## src/rtl/cpu_pkg.sv

```systemverilog
// Constants and pipeline payload types shared by the fetch stage, the decoder and later stages.
package cpu_pkg;

  localparam int unsigned ISN_W = 32;
  localparam int unsigned PC_W  = 32;

  localparam logic [ISN_W-1:0] NOP_ISN          = 32'h0000_0000;
  localparam logic [PC_W-1:0]  DEFAULT_RESET_PC = 32'h0000_0000;

  // One pipeline latch entry: instruction word plus the word address it came from.
  typedef struct packed {
    logic             valid;
    logic [ISN_W-1:0] isn;
    logic [PC_W-1:0]  pc;
  } fd_entry_t;

endpackage

```

## src/rtl/fetch_unit_if.sv

```systemverilog
// Synchronous instruction ROM port: the fetch stage is the master, the ROM the slave.
interface fetch_unit_if #(
  parameter int unsigned IMEM_AW = 12
) ();

  logic                       en;
  logic [IMEM_AW-1:0]         addr;
  logic [cpu_pkg::ISN_W-1:0]  rdata;

  modport master (output en, output addr, input rdata);
  modport slave  (input en, input addr, output rdata);

endinterface

```

## src/rtl/fd_pipe_reg.sv

```systemverilog
// Generic pipeline latch with hold, squash-to-NOP and async active-low reset.
module fd_pipe_reg
  import cpu_pkg::*;
(
  input  logic      clock,
  input  logic      reset_n,
  input  logic      hold_i,
  input  logic      squash_i,
  input  fd_entry_t d_i,
  output fd_entry_t q_o
);

  fd_entry_t entry_q;

  // Squash beats hold so a redirect is never lost behind a stall; the pc field is left as is.
  always_ff @(posedge clock or negedge reset_n) begin
    if (!reset_n) begin
      entry_q.valid <= 1'b0;
      entry_q.isn   <= NOP_ISN;
      entry_q.pc    <= '0;
    end else if (squash_i) begin
      entry_q.valid <= 1'b0;
      entry_q.isn   <= NOP_ISN;
    end else if (!hold_i) begin
      entry_q <= d_i;
    end
  end

  assign q_o = entry_q;

endmodule

```

## src/rtl/fetch_unit.sv

```systemverilog
// Instruction fetch stage: owns the PC, drives the synchronous ROM and feeds the F/D latch.
module fetch_unit
  import cpu_pkg::*;
#(
  parameter logic [PC_W-1:0] RESET_PC = DEFAULT_RESET_PC,
  parameter int unsigned     IMEM_AW  = 12
) (
  input  logic              clock,
  input  logic              reset_n,
  input  logic              stall,
  input  logic              redirect_valid,
  input  logic [PC_W-1:0]   redirect_pc,
  fetch_unit_if.master      imem,
  output logic              fd_valid,
  output logic [ISN_W-1:0]  fd_isn,
  output logic [PC_W-1:0]   fd_pc,
  output logic [PC_W-1:0]   fd_pc_next,
  output logic [PC_W-1:0]   fetch_count
);

  logic [PC_W-1:0] pc_q, pc_d;
  logic [PC_W-1:0] f_pc_q, f_pc_d;
  logic            f_valid_q, f_valid_d;
  logic [PC_W-1:0] count_q, count_d;
  fd_entry_t       fd_d, fd_q;

  // Stalling disables the ROM so its output register keeps matching f_pc_q.
  assign imem.en   = ~stall;
  assign imem.addr = pc_q[IMEM_AW-1:0];

  always_comb begin
    pc_d      = pc_q;
    f_pc_d    = f_pc_q;
    f_valid_d = f_valid_q;
    count_d   = count_q;
    if (redirect_valid) begin
      pc_d      = redirect_pc;
      f_valid_d = 1'b0;
    end else if (!stall) begin
      pc_d      = pc_q + PC_W'(1);
      f_pc_d    = pc_q;
      f_valid_d = 1'b1;
      if (f_valid_q) begin
        count_d = count_q + PC_W'(1);
      end
    end
  end

  always_ff @(posedge clock or negedge reset_n) begin
    if (!reset_n) begin
      pc_q      <= RESET_PC;
      f_pc_q    <= RESET_PC;
      f_valid_q <= 1'b0;
      count_q   <= '0;
    end else begin
      pc_q      <= pc_d;
      f_pc_q    <= f_pc_d;
      f_valid_q <= f_valid_d;
      count_q   <= count_d;
    end
  end

  always_comb begin
    fd_d.valid = f_valid_q;
    fd_d.isn   = f_valid_q ? imem.rdata : NOP_ISN;
    fd_d.pc    = f_pc_q;
  end

  fd_pipe_reg u_fd_reg (
    .clock    (clock),
    .reset_n  (reset_n),
    .hold_i   (stall),
    .squash_i (redirect_valid),
    .d_i      (fd_d),
    .q_o      (fd_q)
  );

  assign fd_valid    = fd_q.valid;
  assign fd_isn      = fd_q.isn;
  assign fd_pc       = fd_q.pc;
  assign fd_pc_next  = fd_q.pc + PC_W'(1);
  assign fetch_count = count_q;

endmodule

```

## src/flat_wrapper.sv

```systemverilog
// flat-port wrapper written by rule: the top's interface ports become plain ports
module fetch_unit_flat import cpu_pkg::*;
#(
  parameter logic [PC_W-1:0] RESET_PC = DEFAULT_RESET_PC,
  parameter int unsigned     IMEM_AW  = 12
)
  (clock, reset_n, stall, redirect_valid, redirect_pc, fd_valid, fd_isn, fd_pc, fd_pc_next, fetch_count, imem_en, imem_addr, imem_rdata);
  fetch_unit_if #(.IMEM_AW(IMEM_AW)) imem_i ();
  input  logic clock;
  input  logic reset_n;
  input  logic stall;
  input  logic redirect_valid;
  input  logic [PC_W-1:0] redirect_pc;
  output logic fd_valid;
  output logic [ISN_W-1:0] fd_isn;
  output logic [PC_W-1:0] fd_pc;
  output logic [PC_W-1:0] fd_pc_next;
  output logic [PC_W-1:0] fetch_count;
  output wire logic [$bits(imem_i.en)-1:0] imem_en;
  output wire logic [$bits(imem_i.addr)-1:0] imem_addr;
  input wire logic [$bits(imem_i.rdata)-1:0] imem_rdata;
  assign imem_en = imem_i.en;
  assign imem_addr = imem_i.addr;
  assign imem_i.rdata = imem_rdata;
  fetch_unit #(.RESET_PC(RESET_PC), .IMEM_AW(IMEM_AW)) u_core (.clock(clock), .reset_n(reset_n), .stall(stall), .redirect_valid(redirect_valid), .redirect_pc(redirect_pc), .imem(imem_i), .fd_valid(fd_valid), .fd_isn(fd_isn), .fd_pc(fd_pc), .fd_pc_next(fd_pc_next), .fetch_count(fetch_count));
endmodule
```

## config.mk

```make
export PLATFORM = sky130hd
export DESIGN_NAME = fetch_unit_flat
export DESIGN_NICKNAME = d
export VERILOG_FILES = /design/src/rtl/cpu_pkg.sv /design/src/rtl/fetch_unit_if.sv /design/src/rtl/fd_pipe_reg.sv /design/src/rtl/fetch_unit.sv /design/src/flat_wrapper.sv
export SDC_FILE = /design/constraint.sdc
export NUM_CORES = 1
export LEC_CHECK = 0
export CAP_MARGIN = 10
export CORE_ASPECT_RATIO = 1.2
export CORE_MARGIN = 2
export CORE_UTILIZATION = 45
export DETAILED_ROUTE_END_ITERATION = 16
export DONT_BUFFER_PORTS = 1
export GPL_TIMING_DRIVEN = 0
export SLEW_MARGIN = 20
export SYNTH_ARGS = -nofsm -noshare
export SYNTH_HDL_FRONTEND = slang
export SYNTH_SLANG_ARGS = --single-unit
```

## constraint.sdc

```tcl
create_clock -name clock -period 4.9 [get_ports clock]
set_clock_uncertainty 0.1 [all_clocks]
set_input_delay 0.49 -clock clock [delete_from_list [all_inputs] [get_ports clock]]
set_output_delay 0.49 -clock clock [all_outputs]
set_load 0.005 [all_outputs]
```

==> summary.txt, run 1 <==
Status
  • Status: finished, violations left
  • Violated checks: hold timing

CTS
  • CTS Buffer Depth: 2
  • Worst-path clk slew: 0.06 ns
  • Clock Latency Late Sink: 0.43 ns
  • Total CTS buffers: 17
  • Maximum level of the CTS H-tree: 4
  • TritonCTS clock tree: yes
  • Clock sinks: around 160
  • Clock root cell: clkbuf_16
  • Post-CTS Setup Bufs: 0

STA
  • Worst slew pin tran: about 0.77 ns
  • Slew headroom: 48.7%
  • Final Cycle Share: 63.9%
  • Fin. max-slew vios: 0
  • Setup_tns: 0 ns
  • Worst hold slack: -0.0212 ns
  • Fmax: 319 MHz
  • Min Tclk post-route: 3.13 ns
  • Endpoints failing setup: 0
  • RSZ-0062 raised after global routing: false
  • Final hold vios: 7

Routing
  • DRT Wirelength: 17600 um
  • Via/cell ratio: about 5.6
  • Final ANT Viol Nets: 0
  • DR vias: about 5000
  • Pre-Repair DR Iteration Count: 5
  • DRC viols: 0
  • Starting DRT DRC Count: 258
  • WL/cell: 19.7 um

Floorplanning
  • Initial Util: about 46%
  • Die area: around 18000 um^2
  • Chip height: 145 um
  • Die Wd: ~120 um
  • Rows: 51
  • Core box area: 16300 um^2
  • Io pins: 210

Global routing
  • Vias in the first global route: 5101
  • GRT Overall Usage: 20.6%
  • GR Overflow Total: 0
  • Largest net degree at the start of global routing: 163
  • Initial antenna violation count: 0
  • Global-route wire length before repair: 27800 um

Final layout
  • Area Growth Syn to Fin: 12.6%
  • Nets: 738
  • Antenna cells: 0
  • Layout cell share with drive strength beyond 1: 18.7%
  • Final cell utilization of the core: 51.8%

Logic synthesis
  • Number of enable flip-flop cells after synthesis: 0
  • Syn_area_per_cell: between 10 and 15 um^2
  • Yosys warns: 0
  • Yosys reg bits: approximately 160
  • Synth top area cells: dfrtp_1 54%, mux2_2 9.3%, xnor2_1 5.5%
  • Top-count cell post-synth: dfrtp_1
  • Async SR Flop Fraction: 100%
  • Commonest cells in the netlist: 162 x dfrtp_1, 62 x mux2_2, 60 x nand2_1
  • Post-Syn Area: 7490 um^2
  • Top cell type's share of synthesized area: 54.2%
  • Yosys cell types: 41
  • Syn nets: 718
  • Top_reg_cell synth: dfrtp_1
  • Post-synth top area cell: dfrtp_1
  • Gate Count Post-Synth: 647
  • Register area share after synthesis: about 54%

Worst setup path
  • CP Max Fanout: 9
  • CP endpoint kind: output pin
  • Critical path type: reg -> out
  • CP Launch Type: flip-flop
  • Critical path data required time: about 4.3 ns
  • Critical path arrival: 2.54 ns

Worst hold path
  • HP Class: in -> async

Place
  • HPWL Detailed: about 13000 um
  • IO Port Bufs: 0
  • GP Congestion: 0.824

Pwr
  • Clk pwr share: 40.1%
  • Sequential share of power: 48.7%
  • Psw: just under 1 mW
  • Cell Pwr Density: 426 nW/um^2
  • Leak: 3.68 nW
  • Internal power: approximately 2.6 mW
  • Switching share of power: between 20% and 30%
  • Peak VDD IR: 0.240 mV
  • Combinational share of power: ~11%

Job
  • Max Cap Viol: 0
logic make-up (layout without fill, tap and decap cells):
family          count (synthesis)  in the layout  synth area share (%)
compound gates                 71             71                  6.44
xor+xnor                       91             91                  10.7
fa+ha+maj                       3              3                 0.501
buf+inv                        50             83                  3.36
flops                         162            162                  54.2
simple gates                  207            207                  15.3
mux                            63             63                  9.46
cells in the final DEF (no fill, tap or decap), types with 15 or more instances in the layout:
cell type	count
o21ai_0	35
xor2_1	43
dfrtp_1	162
nor2_1	20
xnor2_1	47
and3_1	15
a22o_1	32
nand4_1	27
clkbuf_16	17
nand3_1	44
nand2_1	60
mux2_2	62
clkbuf_1	18
per-stage QoR:
| step | worst slack (ns) | area [um^2] | hold WS [ns] | instances | total power, mW |
|---|---|---|---|---|---|
| CTS | 1.73 | 8430 | 0.0288 | 892 | 3.64 |
| global placement | 2.28 | 7750 | 0.103 | 859 | 2.14 |
| finish | 1.77 | 8430 | -0.0212 | 892 | 3.60 |
| detailed placement | 2.18 | 7750 | 0.103 | 859 | 2.16 |
| global route | 1.62 | 8430 | 0.0515 | 892 | 3.77 |
| floorplan | 2.62 | 7490 | 0.0944 | 647 | 2.02 |
sequential cells by signal, indices dropped and copies added (netlist names):
register	cells
u_core.u_fd_reg.q_o	65
u_core.fetch_count	32
u_core.f_pc_q	32
u_core.pc_q	32
u_core.f_valid_q	1
worst max-delay path, stage by stage, from the launching register on:
cell and delay (ns):
dfrtp_1 0.54, nand4_4 0.17, nor4_4 0.64, nand4_1 0.32, nor2_1 0.22, xor2_1 0.23
final timing paths:
kind	start	endpoint	slack [ns]	cells after the start
worst max-delay path	u_core.u_fd_reg.q_o[3]$_DFFE_PN0P_	fd_pc_next[28]	1.77	5
worst max register to register	u_core.pc_q[2]$_DFFE_PN0P_	u_core.pc_q[31]$_DFFE_PN0P_	2.69	7
worst min-delay path	reset_n	u_core.fetch_count[12]$_DFFE_PN0P_	-0.02	1
min in group clock	redirect_pc[30]	u_core.pc_q[30]$_DFFE_PN0P_	0.08	2
max in group asynchronous	reset_n	u_core.u_fd_reg.q_o[19]$_DFFE_PN0P_	4.16	1
worst min register to register	u_core.f_pc_q[23]$_DFFE_PN0P_	u_core.u_fd_reg.q_o[23]$_DFFE_PN0P_	0.38	2
power groups by stage:
stage	registers (mW)	clock network (mW)	logic, mW
3_5_place_dp	1.78	0	0.379
3_3_place_gp	1.77	0	0.367
4_1_cts	1.76	1.47	0.410
2_1_floorplan	1.69	0	0.321
5_1_grt	1.79	1.54	0.448
6_report	1.75	1.44	0.401
per-layer routing:
metal	part of all wire, %	track usage, %
met5	0	0
met3	7.7	6.41
met2	52	35.2
met4	2.7	8.62
met1	37	23.6
what timing repair did:
| item | CTS | global route |
|---|---|---|
| hold endpoints to repair | 162 | 0 |
| resized for setup | 0 | 0 |
| hold buffers | 1 | 0 |
final cells by class:
type,instances,area (um^2)
buffer,40,214
clock buffer,21,480
clock inverter,11,173
fill,1432,7840
inverter,10,37.5
multi-input combinational,435,3180
sequential,162,4050
tap,212,265
timing repair buffer,1,27.5
Power figures use the tool's default switching activity.
==> run 2, diff against run 1 <==
==> constraint.sdc (replaced) <==
create_clock -name clock -period 3.1 [get_ports clock]
set_clock_uncertainty 0.1 [all_clocks]
set_input_delay 0.31 -clock clock [delete_from_list [all_inputs] [get_ports clock]]
set_output_delay 0.31 -clock clock [all_outputs]
set_load 0.005 [all_outputs]
==> run 2 against run 1 <==
The run still ends with hold timing left. Die area stayed put. Clock power is 58% higher. Worst setup slack worse by 1.6 ns. Sequential power is 58% higher. Power is 59% higher. Cell count is 7.1% higher. Critical path depth stayed put. Sequential share of layout area is 3.3 points lower. Routed wire length is 4.8% higher. Largest power group unchanged.
==> summary.txt, run 2 (synthesis gave the netlist of run 1 again) <==
Status
  • Status: finished, violations left
  • Violated checks: hold timing

CTS
  • Maximum level of the CTS H-tree: 4
  • Worst-path clk slew: 0.06 ns
  • Clock root cell: clkbuf_16
  • Total CTS buffers: 17
  • Post-CTS Setup Bufs: 0
  • Cts repair resizes: 0
  • Cts hold-fix bufs: 64
  • TritonCTS clock tree: yes
  • CTS Buffer Depth: 2
  • Clock Latency Late Sink: 0.43 ns
  • Clock sinks: between 150 and 200

Worst hold path
  • HP Class: in -> async

Place
  • Pre-CTS setup slack: 0.560 ns
  • Placed cells: between 800 and 900
  • GP Congestion: 0.824
  • IO Port Bufs: 0
  • HPWL Detailed: 13100 um

Final layout
  • Most common cell after layout, fill and taps aside: dfrtp_1
  • Post-Layout Cell Count: 955
  • Area Growth Syn to Fin: 20.8%
  • Nets: 801
  • Largest register FFs: between 60 and 70
  • Antenna cells: 0
  • Layout cell share with drive strength beyond 1: 17.0%
  • Most used cells in the layout excluding fill and tap cells: 162 x dfrtp_1, 64 x dlygate4sd3_1, 62 x mux2_2
  • Filler cell count: between 1000 and 1500

Routing
  • DRT Wirelength: 18500 um
  • Starting DRT DRC Count: ~250
  • Via/cell ratio: 5.54
  • Pre-Repair DR Iteration Count: 6
  • DR vias: 5287
  • WL/cell: slightly below 20 um
  • DRC viols: 0
  • Final ANT Viol Nets: 0

STA
  • Min Tclk post-route: 2.95 ns
  • Setup_tns: 0 ns
  • Slew headroom: 54.3%
  • Setup WS post-layout: about 0.15 ns
  • Final hold vios: 162
  • Fmax: ~340 MHz
  • Worst hold slack: -0.523 ns
  • Final Cycle Share: 95.0%
  • RSZ-0062 raised after global routing: false
  • Endpoints failing setup: 0
  • Fin. max-slew vios: 0
  • Worst slew pin tran: 0.683 ns

Global routing
  • Initial antenna violation count: 0
  • Global-route wire length before repair: between 20000 and 30000 um
  • Vias in the first global route: 5512
  • GRT Overall Usage: between 20% and 30%
  • GR Overflow Total: 0
  • Largest net degree at the start of global routing: 163

Worst setup path
  • CP Launch Type: flip-flop
  • Crit path depth: 5
  • Crit path buf inv count: 0
  • CP Max Fanout: 9
  • Critical path arrival: roughly 2.5 ns
  • Slowest CP cell: nor4_4
  • Worst-path cell chain: nand4_4 > nor4_4 > nand4_1 > nor2_1 > xor2_1
  • Critical path type: reg -> out
  • Critical path data required time: between 2 and 3 ns
  • CP endpoint kind: output pin
  • Critical Path Max Stage Delay: about 0.64 ns
  • Crit-path leading delay family: simple AND/OR/NAND/NOR gates
  • Worst Reg2Reg Path Length in Cells: 7

Pwr
  • Cell Pwr Density: ~630 nW/um^2
  • Leak: between 3 and 4 nW
  • Peak VDD IR: 0.382 mV

Floorplanning
  • Initial Util: 46.0%
  • Die area: 17700 um^2
  • Io pins: 210
  • Die Wd: about 120 um
  • Core box area: 16300 um^2
  • Chip height: 145 um
  • Rows: 51

Job
  • Max Cap Viol: 0
==> run 2: power breakdown <==
group | leakage (nW) | switching [mW] | internal [mW]
Sequential | 2.08 | 0.392 | 2.38
Combinational | 1.54 | 0.284 | 0.381
Clock | 0.326 | 0.843 | 1.44
==> run 2: metrics by stage <==
step           power (mW)  instance area (um^2)  utilization, %
3_5_place_dp         3.41                  7750            47.6
3_3_place_gp         3.38                  7750            47.6
5_1_grt              5.99                  9040            55.6
2_1_floorplan        3.19                  7490               -
6_report             5.72                  9040            55.6
4_1_cts              5.77                  9040            55.6
==> run 2: layer usage <==
layer	GRT usage, %	vias to the layer above	wire, um
met3	6.49	29	1290
li1	-	2445	-
met2	37.5	187	9740
met1	24.4	2626	6970
met4	8.74	0	464
met5	0	-	0
==> run 2: worst paths after layout <==
| check | endpoint | slack, ns | from |
|---|---|---|---|
| max | fd_pc_next[28] | 0.15 | u_core.u_fd_reg.q_o[3]$_DFFE_PN0P_ |
| max reg2reg | u_core.pc_q[31]$_DFFE_PN0P_ | 0.88 | u_core.pc_q[2]$_DFFE_PN0P_ |
| min reg2reg | u_core.u_fd_reg.q_o[0]$_DFFE_PN0P_ | 0.39 | u_core.f_pc_q[0]$_DFFE_PN0P_ |
| max in group asynchronous | u_core.u_fd_reg.q_o[17]$_DFFE_PN0P_ | 3.14 | reset_n |
| min | u_core.fetch_count[12]$_DFFE_PN0P_ | -0.52 | reset_n |
| min in group clock | u_core.fetch_count[4]$_DFFE_PN0P_ | 0.05 | redirect_valid |
==> run 2: layout make-up <==
type | count | area [um^2] | share of cell area (%)
Clock inverter | 11 | 173 | 1.91
Sequential cell | 162 | 4050 | 44.8
Tap cell | 212 | 265 | 2.93
Timing Repair Buffer | 64 | 641 | 7.08
Buffer | 40 | 214 | 2.37
Multi-Input combinational cell | 435 | 3180 | 35.2
Inverter | 10 | 37.5 | 0.415
Clock buffer | 21 | 480 | 5.31
